--- config.mk ---
export PLATFORM = sky130hd
export DESIGN_NAME = lsu_rmw
export DESIGN_NICKNAME = d
export VERILOG_FILES = /design/src/rtl/lsu_pkg.sv /design/src/rtl/lsu_lane.sv /design/src/rtl/lsu_rmw.sv
export SDC_FILE = /design/constraint.sdc
export NUM_CORES = 1
export LEC_CHECK = 0
export CAP_MARGIN = 20
export CORE_AREA = 2 2 93 95
export DETAILED_ROUTE_END_ITERATION = 7
export DIE_AREA = 0 0 95 97
export DONT_BUFFER_PORTS = 1
export MAX_ROUTING_LAYER = met4
export PLACE_DENSITY_LB_ADDON = 0.3
export SLEW_MARGIN = 15
export SYNTH_ARGS = -nofsm -noshare
export SYNTH_HDL_FRONTEND = slang
export SYNTH_SLANG_ARGS = --single-unit
--- constraint.sdc ---
create_clock -name clk -period 4.5 [get_ports clk]
set_input_delay 0.675 -clock clk [delete_from_list [all_inputs] [get_ports clk]]
set_output_delay 0.675 -clock clk [all_outputs]
set_load 0.03 [all_outputs]
--- src/rtl/lsu_pkg.sv ---
// Shared definitions for the load/store unit: access sizes, FSM states and
// the alignment rule used at request accept.
package lsu_pkg;

    localparam logic [1:0] SZ_BYTE = 2'd0;
    localparam logic [1:0] SZ_HALF = 2'd1;
    localparam logic [1:0] SZ_WORD = 2'd2;
    localparam logic [1:0] SZ_BAD  = 2'd3;

    typedef enum logic [2:0] {
        IDLE   = 3'd0,
        LOAD   = 3'd1,
        RMW_RD = 3'd2,
        WR     = 3'd3,
        RESP   = 3'd4
    } lsu_state_e;

    // A request is rejected if it is not naturally aligned or has no valid size.
    function automatic logic misaligned(input logic [1:0] size, input logic [1:0] off);
        logic bad;
        case (size)
            SZ_BYTE: bad = 1'b0;
            SZ_HALF: bad = off[0];
            SZ_WORD: bad = (off != 2'b00);
            default: bad = 1'b1;
        endcase
        return bad;
    endfunction

endpackage

--- src/rtl/lsu_lane.sv ---
// Lane logic for little-endian sub-word accesses: extracts/extends a load
// lane from a memory word and merges store data into one lane of a word.
module lsu_lane
    import lsu_pkg::*;
(
    input  logic [1:0]  size,
    input  logic        sign_ext,
    input  logic [1:0]  off,
    input  logic [31:0] word,
    input  logic [31:0] wdata,
    output logic [31:0] load_data,
    output logic [31:0] merged
);

    logic [4:0]  bsh;
    logic [4:0]  hsh;
    logic [31:0] byte_w;
    logic [31:0] half_w;

    assign bsh    = {off, 3'b000};
    assign hsh    = {off[1], 4'b0000};
    assign byte_w = word >> bsh;
    assign half_w = word >> hsh;

    // Select the addressed lane for loads and build the merged word for stores.
    always_comb begin
        load_data = word;
        merged    = wdata;
        case (size)
            SZ_BYTE: begin
                load_data = {{24{sign_ext & byte_w[7]}}, byte_w[7:0]};
                merged    = (word & ~(32'h0000_00FF << bsh)) | ({24'd0, wdata[7:0]} << bsh);
            end
            SZ_HALF: begin
                load_data = {{16{sign_ext & half_w[15]}}, half_w[15:0]};
                merged    = (word & ~(32'h0000_FFFF << hsh)) | ({16'd0, wdata[15:0]} << hsh);
            end
            default: begin
                load_data = word;
                merged    = wdata;
            end
        endcase
    end

endmodule

--- src/rtl/lsu_rmw.sv ---
// Load/store unit in front of a word-wide memory. Sub-word stores are done
// as read-modify-write; misaligned or invalid requests get an error response.
module lsu_rmw
    import lsu_pkg::*;
#(
    parameter int ADDR_W = 32
) (
    input  logic              clk,
    input  logic              rst_n,
    input  logic              req_valid,
    output logic              req_ready,
    input  logic              req_we,
    input  logic [1:0]        req_size,
    input  logic              req_signed,
    input  logic [ADDR_W-1:0] req_addr,
    input  logic [31:0]       req_wdata,
    output logic              resp_valid,
    output logic              resp_err,
    output logic [31:0]       resp_rdata,
    output logic              mem_we,
    output logic [ADDR_W-1:0] mem_a,
    output logic [31:0]       mem_wd,
    input  logic [31:0]       mem_rd
);

    lsu_state_e        state_q;
    lsu_state_e        state_d;
    logic [1:0]        size_q;
    logic              sgn_q;
    logic [ADDR_W-1:0] addr_q;
    logic              err_q;
    logic [31:0]       rdata_q;
    logic [31:0]       word_q;
    logic [31:0]       lane_load;
    logic [31:0]       lane_merged;
    logic              accept;
    logic              req_bad;

    assign accept  = (state_q == IDLE) && req_valid;
    assign req_bad = misaligned(req_size, req_addr[1:0]);

    lsu_lane u_lane (
        .size      (size_q),
        .sign_ext  (sgn_q),
        .off       (addr_q[1:0]),
        .word      (mem_rd),
        .wdata     (word_q),
        .load_data (lane_load),
        .merged    (lane_merged)
    );

    // State register; reset aborts any in-flight request.
    always_ff @(posedge clk or negedge rst_n) begin
        if (!rst_n) state_q <= IDLE;
        else        state_q <= state_d;
    end

    // Request capture and per-state data registers; only meaningful while the
    // FSM is busy, so they carry no reset.
    always_ff @(posedge clk) begin
        if (accept) begin
            size_q  <= req_size;
            sgn_q   <= req_signed;
            addr_q  <= req_addr;
            err_q   <= req_bad;
            rdata_q <= 32'd0;
            word_q  <= req_wdata;
        end else if (state_q == LOAD) begin
            rdata_q <= lane_load;
        end else if (state_q == RMW_RD) begin
            word_q  <= lane_merged;
        end
    end

    // Next state and all outputs, decoded from the current state.
    always_comb begin
        state_d    = state_q;
        req_ready  = 1'b0;
        resp_valid = 1'b0;
        resp_err   = 1'b0;
        resp_rdata = 32'd0;
        mem_we     = 1'b0;
        mem_a      = '0;
        mem_wd     = 32'd0;
        case (state_q)
            IDLE: begin
                req_ready = 1'b1;
                if (req_valid) begin
                    if (req_bad)               state_d = RESP;
                    else if (!req_we)          state_d = LOAD;
                    else if (req_size == SZ_WORD) state_d = WR;
                    else                       state_d = RMW_RD;
                end
            end
            LOAD: begin
                mem_a   = {addr_q[ADDR_W-1:2], 2'b00};
                state_d = RESP;
            end
            RMW_RD: begin
                mem_a   = {addr_q[ADDR_W-1:2], 2'b00};
                state_d = WR;
            end
            WR: begin
                mem_a   = {addr_q[ADDR_W-1:2], 2'b00};
                mem_we  = 1'b1;
                mem_wd  = word_q;
                state_d = RESP;
            end
            RESP: begin
                resp_valid = 1'b1;
                resp_err   = err_q;
                resp_rdata = rdata_q;
                state_d    = IDLE;
            end
            default: state_d = IDLE;
        endcase
    end

endmodule

==> metrics.md <==
| Metric | Value |
|---|---|
| Outcome | complete, no violations |
| CTS H-tree lvls | 3 |
| Max IR drop VDD | roughly 360 uV |
| CP required | 4.59 ns |
| Most used DFF post-synth | edfxtp_1 |
| Minimum period implied by the final worst setup slack | 2.61 ns |
| I/O Buffers | 0 |
| Final GP Congestion | between 0.9 and 1 |
| Syn avg cell area | ~9.5 sq um |
| Antenna Diode Count | 0 |
| Die height | between 90 and 100 microns |
| Setup tns final | 0 ns |
| Fin worst setup slack | roughly 1.9 ns |
| Rows | 33 |
| DRC viols | 0 |
| Largest net degree at the start of global routing | 101 |
| Async S/R FF share, synth | ~2.9% |
| Vias per inst | about 6.7 |
| Final HPWL DP | roughly 11000 microns |
| Final Hold Viols | 0 |
| Gate Count Post-Synth | a little under 600 |
| Max clock buf depth | 2 |
| Kind of critical path | flop to flop |
| Yosys warns | 0 |
| Post-Route WL | 15300 microns |
| Core area | roughly 0.0081 sq mm |
| Clock sink count | ~100 |
| First-pass GRT wire length | 22500 microns |
| Die ar. | about 0.009 sq mm |
| Area Overhead vs Synth | 3.20% |
| Placed Area | ~0.0055 sq mm |
| Syn Std Cell Area | 0.00559 sq mm |
| Worst slew margin | 25.1% |
| CP endpoint kind | flop |
| Final Util | between 70% and 80% |
| Post-Layout Cell Count | ~670 |
| Register area share after synthesis | about half |
| Synth Register Bits | 103 |
| Total congestion overflow | 0 |
| Placed cells | 650 |
| Fin area | around 0.0058 sq mm |
| Worst-Margin Slew | between 1 and 1.5 ns |
| Clock tree from TritonCTS | yes |
| Endpoints failing setup | 0 |
| CTS Root Buffer Type | clkbuf_8 |
| Vias in the first global route | slightly above 4000 |
| WP data arrival | around 2.7 ns |
| Hold Path Class | input pin to flop |
| Final slew viol count | 0 |
| Post-Place Worst Slack | roughly 1.8 ns |
| Static Leakage | 0.00220 uW |
| Total track usage | between 30% and 40% |
| Die X | roughly 95 microns |
| Final period util | 57.9% |
| Cts repair resizes | 0 |
| Initial antenna violation count | 0 |
| Worst skew pair latency | between 0.3 and 0.4 ns |
| Clock-pin slew on the worst setup and hold paths | ~0.10 ns |
| Synth cell types | 39 |
| Pre-antenna DRT Iters | 5 |
| Initial Util | approximately 69% |
| Max-Cap Viols | 0 |
| Inserted Clock Buffers | 9 |
| Worst-path maximum fanout | 31 |
| Max Clk Rate | 384 MHz |
| Critical path launch point type | flop |
| Wire length per cell after detailed routing | between 20 and 25 microns |
| ANT nets after route | 0 |
| Top-level I/O count | roughly 200 |
| RSZ-0062 raised after global routing | no |
| Share of layout cells above drive strength 1 | under 10% |
| Final #Nets | 661 |
| Post-synth EDFFs | 68 |
| DR iter-0 viols | 448 |
| Post-route clock skew | between 0.006 and 0.007 ns |
| Via count | 4476 |
| Power density cells | 720 mW/mm^2 |
-- layout by cell type (no fill, tap or decap), drive strengths merged, types with 3 or more instances in the layout --
master,instances
a2bb2oi,8
edfxtp,68
dfrtp,3
o211ai,8
buf,9
o21ai,51
nand3b,8
a21oi,82
clkinvlp,3
dfxtp,32
a31oi,3
nor2,15
o22ai,11
inv,24
nand2b,10
and3,33
clkbuf,10
nor3,5
a22oi,8
nor2b,3
a221oi,16
and2,65
mux2,8
nand2,52
mux2i,17
-- layout make-up --
class                   count  area (sq um)
clock buffers              10           128
fillers                   597          2370
clock inverters             6          51.3
repair buffers             10          97.6
multi-input cells         412          2520
flip-flops and latches    103          2760
well taps                 105           131
inverters                  22          82.6
-- cell families after synthesis --
group,Yosys count,synth area share [%]
other cells,1,0.0671
mux,25,4.66
compound gates,190,20.7
flops,103,49.4
simple gates,195,19.3
buf+inv,76,5.96
-- Yosys cell counts, types with 9 or more instances --
| library cell | instances | area (sq um) |
|---|---|---|
| o21ai_0 | 10 | 50.1 |
| dfxtp_1 | 32 | 641 |
| edfxtp_1 | 68 | 2040 |
| a221oi_1 | 16 | 140 |
| inv_1 | 21 | 78.8 |
| nor2_1 | 14 | 52.6 |
| and3_1 | 33 | 206 |
| clkbuf_1 | 32 | 120 |
| a21oi_1 | 72 | 360 |
| nand2_1 | 52 | 195 |
| mux2i_1 | 17 | 170 |
| a21oi_2 | 10 | 87.6 |
| nand2b_1 | 10 | 62.6 |
| buf_2 | 17 | 85.1 |
| and2_1 | 65 | 407 |
| o21ai_1 | 41 | 205 |
| o22ai_1 | 9 | 56.3 |
-- final timing paths --
kind	from	to	slack, ns	cells after the start
worst min-delay path	req_addr[27]	addr_q[27]	0.39	0
max in group asynchronous	rst_n	state_q[2]	3.81	1
worst max register to register	addr_q[0]	word_q[26]	1.89	4
worst min register to register	rdata_q[0]	rdata_q[0]	0.45	2
min in group asynchronous	rst_n	state_q[1]	0.54	1
worst max-delay path	addr_q[0]	word_q[26]	1.89	4
-- layer usage --
layer  GRT usage [%]  wire length, microns  vias to the layer above  part of all wire (%)
met5               -                     0                        -                     0
met4            15.5                   703                        0                   4.6
met3            9.81                  1630                       55                    11
met2            51.1                  7310                      287                    48
met1            40.1                  5620                     2080                    37
li1                -                     -                     2054                     -
-- per-stage QoR --
stage | hold slack [ns] | total power [uW]
finish | 0.394 | 4150
global route | 0.370 | 4410
CTS | 0.389 | 4100
detailed placement | 0.380 | 3570
global placement | 0.380 | 3480
floorplan | 0.379 | 3220
-- repair_timing --
item	in CTS	in global routing
setup buffers	0	0
hold buffers	1	0
hold endpoints to repair	3	0
-- worst max-delay path, stage by stage (launching register included) --
cell and delay, ns:
edfxtp_1 0.98, nand2_1 0.45, mux2_2 0.38, o21ai_0 0.40
o21ai_1 0.11
-- power breakdown --
group	internal [uW]	switching, uW
registers	1480	254
logic	552	1320
clock network	209	340
Note: power is estimated with default switching activity, not from simulation.
